===== src/rtl/pipe_pkg.sv =====
// Shared types and constants for the 16-bit, 8-register pipeline interlock.
package pipe_pkg;

    // Width of the decoded control bundle and of the hazard mask.
    localparam int CTL_W = 21;

    // Encoding of the no-operation instruction used for IF/ID bubbles.
    localparam logic [15:0] NOP = 16'h0000;

    // RUN: normal fetch. DRAIN: fetches still in flight after a flush are discarded.
    typedef enum logic [0:0] {
        RUN   = 1'b0,
        DRAIN = 1'b1
    } interlock_state_t;

    // Increment that sticks at all-ones instead of wrapping.
    function automatic logic [15:0] sat16_inc(input logic [15:0] value);
        return (value == 16'hFFFF) ? value : value + 16'd1;
    endfunction

    // 8-bit variant for the consecutive-stall run length.
    function automatic logic [7:0] sat8_inc(input logic [7:0] value);
        return (value == 8'hFF) ? value : value + 8'd1;
    endfunction

endpackage


===== src/rtl/pipeline_interlock_stall_watchdog.sv =====
// Stall bookkeeping: stall-edge flag, saturating total stall count,
// consecutive-stall run length and a sticky stuck-stall timeout.
module stall_watchdog #(
    parameter int MAX_STALL = 8
) (
    input  logic        clk,
    input  logic        rst_n,
    input  logic        stall,
    input  logic        flush_or_advance,
    output logic        stall_active,
    output logic [15:0] stall_cycles,
    output logic        stall_timeout
);
    import pipe_pkg::*;

    // Threshold compared against the run length after it has been bumped.
    localparam logic [7:0] STALL_LIMIT = 8'(MAX_STALL);

    logic        active_q,  active_d;
    logic [15:0] total_q,   total_d;
    logic [7:0]  run_len_q, run_len_d;
    logic        timeout_q, timeout_d;

    // Next-state: a stall extends the run, anything else ends it; timeout never clears.
    always_comb begin
        active_d  = active_q;
        total_d   = total_q;
        run_len_d = run_len_q;
        timeout_d = timeout_q;
        if (stall) begin
            active_d  = 1'b1;
            total_d   = sat16_inc(total_q);
            run_len_d = sat8_inc(run_len_q);
            if (run_len_d >= STALL_LIMIT) begin
                timeout_d = 1'b1;
            end
        end else if (flush_or_advance) begin
            active_d  = 1'b0;
            run_len_d = 8'd0;
        end
    end

    // State registers, cleared immediately by reset.
    always_ff @(posedge clk or negedge rst_n) begin
        if (!rst_n) begin
            active_q  <= 1'b0;
            total_q   <= 16'd0;
            run_len_q <= 8'd0;
            timeout_q <= 1'b0;
        end else begin
            active_q  <= active_d;
            total_q   <= total_d;
            run_len_q <= run_len_d;
            timeout_q <= timeout_d;
        end
    end

    assign stall_active  = active_q;
    assign stall_cycles  = total_q;
    assign stall_timeout = timeout_q;

endmodule


===== src/rtl/pipeline_interlock.sv =====
// Applies load-use stalls and branch flushes to the PC, IF/ID and ID/EX
// registers. Flush beats stall beats advance; every output is registered.
module pipeline_interlock #(
    parameter logic [15:0] RESET_PC  = 16'h0000,
    parameter int          CTL_W     = pipe_pkg::CTL_W,
    parameter int          FLUSH_CYC = 1,
    parameter int          MAX_STALL = 8
) (
    input  logic             clk,
    input  logic             rst_n,
    input  logic [CTL_W-1:0] hazard_ctl,
    input  logic             pc_stop,
    input  logic             branch_taken,
    input  logic [15:0]      branch_target,
    input  logic [15:0]      if_instr,
    input  logic [CTL_W-1:0] id_ctl,
    output logic [15:0]      pc,
    output logic [15:0]      if_id_instr,
    output logic [15:0]      if_id_pc,
    output logic             if_id_valid,
    output logic [CTL_W-1:0] id_ex_ctl,
    output logic             id_ex_valid,
    output logic             stall_active,
    output logic [15:0]      stall_cycles,
    output logic             stall_timeout
);
    import pipe_pkg::*;

    // Number of post-flush fetches to throw away (imem latency cover).
    localparam logic [1:0] FLUSH_INIT = 2'(FLUSH_CYC);

    interlock_state_t state_q;
    logic [1:0]       flush_cnt_q;
    logic [15:0]      pc_q;
    logic [15:0]      if_id_instr_q;
    logic [15:0]      if_id_pc_q;
    logic             if_id_valid_q;
    logic [CTL_W-1:0] id_ex_ctl_q;
    logic             id_ex_valid_q;

    logic             stall;
    logic             advance;
    logic [CTL_W-1:0] masked_ctl;

    // A flush always wins, so a stall only counts when no branch is taken.
    assign stall      = !branch_taken && !pc_stop;
    assign advance    = !branch_taken &&  pc_stop;
    assign masked_ctl = id_ctl & hazard_ctl;

    // Pipeline-register FSM: flush, stall or advance on each edge.
    always_ff @(posedge clk or negedge rst_n) begin
        if (!rst_n) begin
            state_q       <= RUN;
            flush_cnt_q   <= 2'd0;
            pc_q          <= RESET_PC;
            if_id_instr_q <= NOP;
            if_id_pc_q    <= 16'h0000;
            if_id_valid_q <= 1'b0;
            id_ex_ctl_q   <= '0;
            id_ex_valid_q <= 1'b0;
        end else if (branch_taken) begin
            // Redirect fetch and squash both stages regardless of pc_stop.
            pc_q          <= branch_target;
            if_id_instr_q <= NOP;
            if_id_valid_q <= 1'b0;
            id_ex_ctl_q   <= '0;
            id_ex_valid_q <= 1'b0;
            flush_cnt_q   <= FLUSH_INIT;
            state_q       <= (FLUSH_CYC > 0) ? DRAIN : RUN;
        end else if (stall) begin
            // Hold fetch and IF/ID; send a bubble carrying the masked controls.
            id_ex_ctl_q   <= masked_ctl;
            id_ex_valid_q <= 1'b0;
        end else begin
            pc_q          <= pc_q + 16'd1;
            if_id_pc_q    <= pc_q;
            id_ex_ctl_q   <= if_id_valid_q ? masked_ctl : '0;
            id_ex_valid_q <= if_id_valid_q;
            case (state_q)
                DRAIN: begin
                    // Instruction arriving now was fetched from the stale path.
                    if_id_instr_q <= NOP;
                    if_id_valid_q <= 1'b0;
                    flush_cnt_q   <= flush_cnt_q - 2'd1;
                    if (flush_cnt_q <= 2'd1) begin
                        state_q <= RUN;
                    end
                end
                default: begin
                    if_id_instr_q <= if_instr;
                    if_id_valid_q <= 1'b1;
                end
            endcase
        end
    end

    stall_watchdog #(
        .MAX_STALL (MAX_STALL)
    ) u_watchdog (
        .clk              (clk),
        .rst_n            (rst_n),
        .stall            (stall),
        .flush_or_advance (branch_taken || advance),
        .stall_active     (stall_active),
        .stall_cycles     (stall_cycles),
        .stall_timeout    (stall_timeout)
    );

    assign pc          = pc_q;
    assign if_id_instr = if_id_instr_q;
    assign if_id_pc    = if_id_pc_q;
    assign if_id_valid = if_id_valid_q;
    assign id_ex_ctl   = id_ex_ctl_q;
    assign id_ex_valid = id_ex_valid_q;

endmodule


===== config.mk =====
export PLATFORM = sky130hd
export DESIGN_NAME = pipeline_interlock
export DESIGN_NICKNAME = d
export VERILOG_FILES = /design/src/rtl/pipe_pkg.sv /design/src/rtl/pipeline_interlock_stall_watchdog.sv /design/src/rtl/pipeline_interlock.sv
export SDC_FILE = /design/constraint.sdc
export NUM_CORES = 1
export LEC_CHECK = 0
export CORE_MARGIN = 2
export CORE_UTILIZATION = 46
export CTS_CLUSTER_DIAMETER = 120
export CTS_CLUSTER_SIZE = 24
export DETAILED_ROUTE_END_ITERATION = 10
export PLACE_DENSITY = 0.93
export SLEW_MARGIN = 15
export SYNTH_ARGS = -nofsm -noshare
export SYNTH_HDL_FRONTEND = slang
export SYNTH_HIERARCHICAL = 1
export SYNTH_SLANG_ARGS = --single-unit

===== constraint.sdc =====
create_clock -name clk -period 5 [get_ports clk]
set_input_delay 1 -clock clk [delete_from_list [all_inputs] [get_ports clk]]
set_output_delay 1 -clock clk [all_outputs]
set_load 0.1 [all_outputs]

==> impl_metrics.env <==
export IMPL_finalPower_uw=2380
export IMPL_grt_total_usage_pct=22.1
export IMPL_cts_root_buffer="clkbuf_8"
export IMPL_slew_viol_final=0
export IMPL_drt_wl_total_mm=11.1
export IMPL_ir_drop_mv=0.211
export IMPL_layout_drive_gt1_share_pct=11.3
export IMPL_status="finished clean"
export IMPL_nNetsFinal=618
export IMPL_wl_met3_um=654
export IMPL_drt_iter0_markers=115
export IMPL_diodes=0
export IMPL_cts_tree="done"
export IMPL_cts_made_buffers=9
export IMPL_ios=167
export IMPL_path_delay_family="buffers and inverters"
export IMPL_synth_avg_cell_area_sq_um=11.8
export IMPL_p_leak_uw=0.00275
export IMPL_grt_pass1_vias=3730
export IMPL_ant_nets=0
export IMPL_insertion_delay_ps=370
export IMPL_vias=3541
export IMPL_synth_edf_count=0
export IMPL_p_per_area_nw_per_um2=377
export IMPL_start_util_pct=47.3
export IMPL_clk_pin_slew_worst_paths_ps=100
export IMPL_fin_crit_sh_pct=61.8
export IMPL_fin_tns_setup_ps=0
export IMPL_crit_fanout=6
export IMPL_synth_yosys_warnings=6
export IMPL_cts_num_sinks=100
export IMPL_ys_seq_elements=100
export IMPL_drc_errors=0
export IMPL_dp_hpwl_mm=8.20
export IMPL_finClkSkew_ps=16.3
export IMPL_die_area_sq_um=10200
export IMPL_ys_seq_area_share_pct=57.6
export IMPL_setup_viol=0
export IMPL_die_x_um=101
export IMPL_final_hold_violation_count=0
export IMPL_critPathRequiredTime_ps=4000
export IMPL_avgViaCountPerCell=5.43
export IMPL_grt_max_degree=56
export IMPL_cp_arrival_ps=2090
export IMPL_num_rows=35
export IMPL_min_path_type="reg -> reg"
export IMPL_ctsHoldBuffers=0
export IMPL_synthCells=367
export IMPL_crit_chain="clkdlybuf4s50_1"
export IMPL_cts_setup_buffers=0
export IMPL_clockBufferDepth=2
export IMPL_cpPeakStageDelay_ps=1200
export IMPL_grt_pass1_wl_mm=17.9
export IMPL_slowest_stage="clkdlybuf4s50_1"
export IMPL_fmax_ghz=0.324
export IMPL_grt_overflow=0
export IMPL_syn_cell_area_sq_um=4350
export IMPL_finalNonFillerCells=652
export IMPL_gp_congestion=0.810
export IMPL_area_growth_synth_to_final_pct=45.5
export IMPL_max_slew_worst_pin_slew_ps=1010
export IMPL_timing_slew_headroom_pct=32.5
export IMPL_rsz0062_at_grt="false"
export IMPL_crit_buf_inv=1
export IMPL_ctsHtreeMaxLevel=3
export IMPL_firstDrtPassIters=6
export IMPL_crit_type="reg -> out"
export IMPL_core_area_sq_um=9200
export IMPL_cap_viol_max_count=0
export IMPL_cts_resized=0
export IMPL_wl_met1_mm=4.35
export IMPL_met2_length_mm=5.94
export IMPL_syn_num_nets=449
export IMPL_start_kind="flip-flop"
export IMPL_hold_ws_ps=502
export IMPL_post_drt_wl_per_cell_um=17.0
export IMPL_synth_flop_cell="dfrtp_1"
export IMPL_place_inst=636
export IMPL_cp_end_kind="output port"
export IMPL_io_buffers=166
export IMPL_top_layer_used="met4"
export IMPL_synth_distinct_cells=44
export IMPL_period_needed_ps=3090
export IMPL_antenna_found_initial=0
export IMPL_fp_dieH_um=101
export IMPL_synth_async_sr_flop_share_pct=100
## metal layers
metal  vias up  GRT usage (%)
met1      1762           26.5
met5         -              0
met3        14           5.59
met4         0           6.55
met2       116           39.4
li1       1649              -
## cells by family (layout without fill, tap and decap cells)
kind of cell    count (synthesis)  after routing  share of synthesized area [%]
compound gates                 51             51                           7.94
xor+xnor                       26             26                           5.24
fa+ha+maj                       4              4                           1.15
buf+inv                        23            197                           2.33
flops                         100            100                           57.6
mux                            23             23                           5.84
simple gates                  140            140                           19.9
## power by group
part	switching [uW]	internal, uW
combinational	655	234
clock	293	239
sequential	83.5	880
## worst paths after layout
path | start | end | slack [ps] | cells past startpoint
max in group asynchronous | rst_n | id_ex_ctl[8]$_DFF_PN0_ | 3240 | 2
worst max register to register | u_watchdog/stall_cycles[1]$_DFFE_PN0P_ | u_watchdog/stall_cycles[1]$_DFFE_PN0P_ | 3200 | 5
worst min register to register | if_id_pc[7]$_DFFE_PN0P_ | if_id_pc[7]$_DFFE_PN0P_ | 500 | 2
min in group asynchronous | rst_n | if_id_pc[8]$_DFFE_PN0P_ | 640 | 1
worst min-delay path | if_id_pc[7]$_DFFE_PN0P_ | if_id_pc[7]$_DFFE_PN0P_ | 500 | 2
worst max-delay path | pc[2]$_DFFE_PN0P_ | pc[2] | 1910 | 1
## placed cells by master (no fill, tap or decap), types with 2 or more instances in the layout
cell type / synthesis / layout
o211ai_1: 2 / 2
buf_4: 2 / 6
and4_1: 4 / 4
xnor2_1: 16 / 16
nor3_2: 3 / 3
xor2_1: 10 / 10
nand4_4: 2 / 2
nand2b_1: 2 / 2
inv_6: 0 / 3
o22ai_1: 4 / 4
nand4_1: 10 / 10
clkdlybuf4s50_1: 0 / 165
dfrtp_1: 100 / 100
o21ai_1: 6 / 6
nor4_2: 5 / 5
nand4_2: 2 / 2
a21oi_1: 5 / 5
nand3_1: 15 / 15
inv_1: 10 / 10
nand3_2: 3 / 3
mux2_2: 18 / 18
nor2_1: 9 / 9
o21ai_0: 11 / 11
nor4_4: 2 / 2
ha_1: 4 / 4
clkbuf_8: 0 / 9
and3_1: 25 / 25
a31oi_1: 2 / 2
nor2_2: 2 / 2
a22o_1: 16 / 16
clkinv_4: 0 / 2
nor3_1: 8 / 8
nand2_1: 43 / 43
mux2i_1: 4 / 4
## cells in the mapped netlist (3+ instances only)
| library cell | instances | area, sq um |
|---|---|---|
| nand2_1 | 43 | 161 |
| o21ai_1 | 6 | 30.0 |
| a22o_1 | 16 | 140 |
| nor3_1 | 8 | 40.0 |
| dfrtp_1 | 100 | 2500 |
| inv_1 | 10 | 37.5 |
| nor2_1 | 9 | 33.8 |
| mux2_2 | 18 | 203 |
| clkbuf_1 | 4 | 15.0 |
| o22ai_1 | 4 | 25.0 |
| o21ai_0 | 11 | 55.1 |
| buf_2 | 6 | 30.0 |
| nand3_1 | 15 | 75.1 |
| ha_1 | 4 | 50.1 |
| and4_1 | 4 | 35.0 |
| nor4_2 | 5 | 62.6 |
| nor3_2 | 3 | 30.0 |
| nand4_1 | 10 | 62.6 |
| xor2_1 | 10 | 87.6 |
| nand3_2 | 3 | 30.0 |
| mux2i_1 | 4 | 40.0 |
| and3_1 | 25 | 156 |
| a21oi_1 | 5 | 25.0 |
| xnor2_1 | 16 | 140 |
## worst reg2reg max path, stage by stage, from the launching register on
cell and delay (ps):
dfrtp_1 440, ha_1 270, nand4_1 160, nor4_4 270, nand2b_2 210, mux2_1 330
## metrics by stage
step                      setup slack (ps)  utilization, %  area (sq um)
after CTS                             1890            68.8          6320
after floorplan                       2490               -          4350
after detailed placement              1700            66.5          6120
after global placement                1840            66.5          6120
after global routing                  1840            68.8          6320
final                                 1910            68.8          6320
## state kept, by name (all words and copies together) (netlist names)
signal / cells
flush_cnt_q: 2
id_ex_ctl: 21
id_ex_valid: 1
if_id_instr: 16
if_id_pc: 16
if_id_valid: 1
pc: 16
state_q: 1
u_watchdog/run_len_q: 8
u_watchdog/stall_active: 1
u_watchdog/stall_cycles: 16
u_watchdog/stall_timeout: 1
## layout make-up
class	count	area, sq um
sequential	100	2500
clock inverter	7	81.3
multi-input combinational	244	1740
clock buffer	9	124
fill	662	2870
timing repair buffer	171	1700
inverter	10	37.5
tap	111	139
Power figures use the tool's default switching activity.
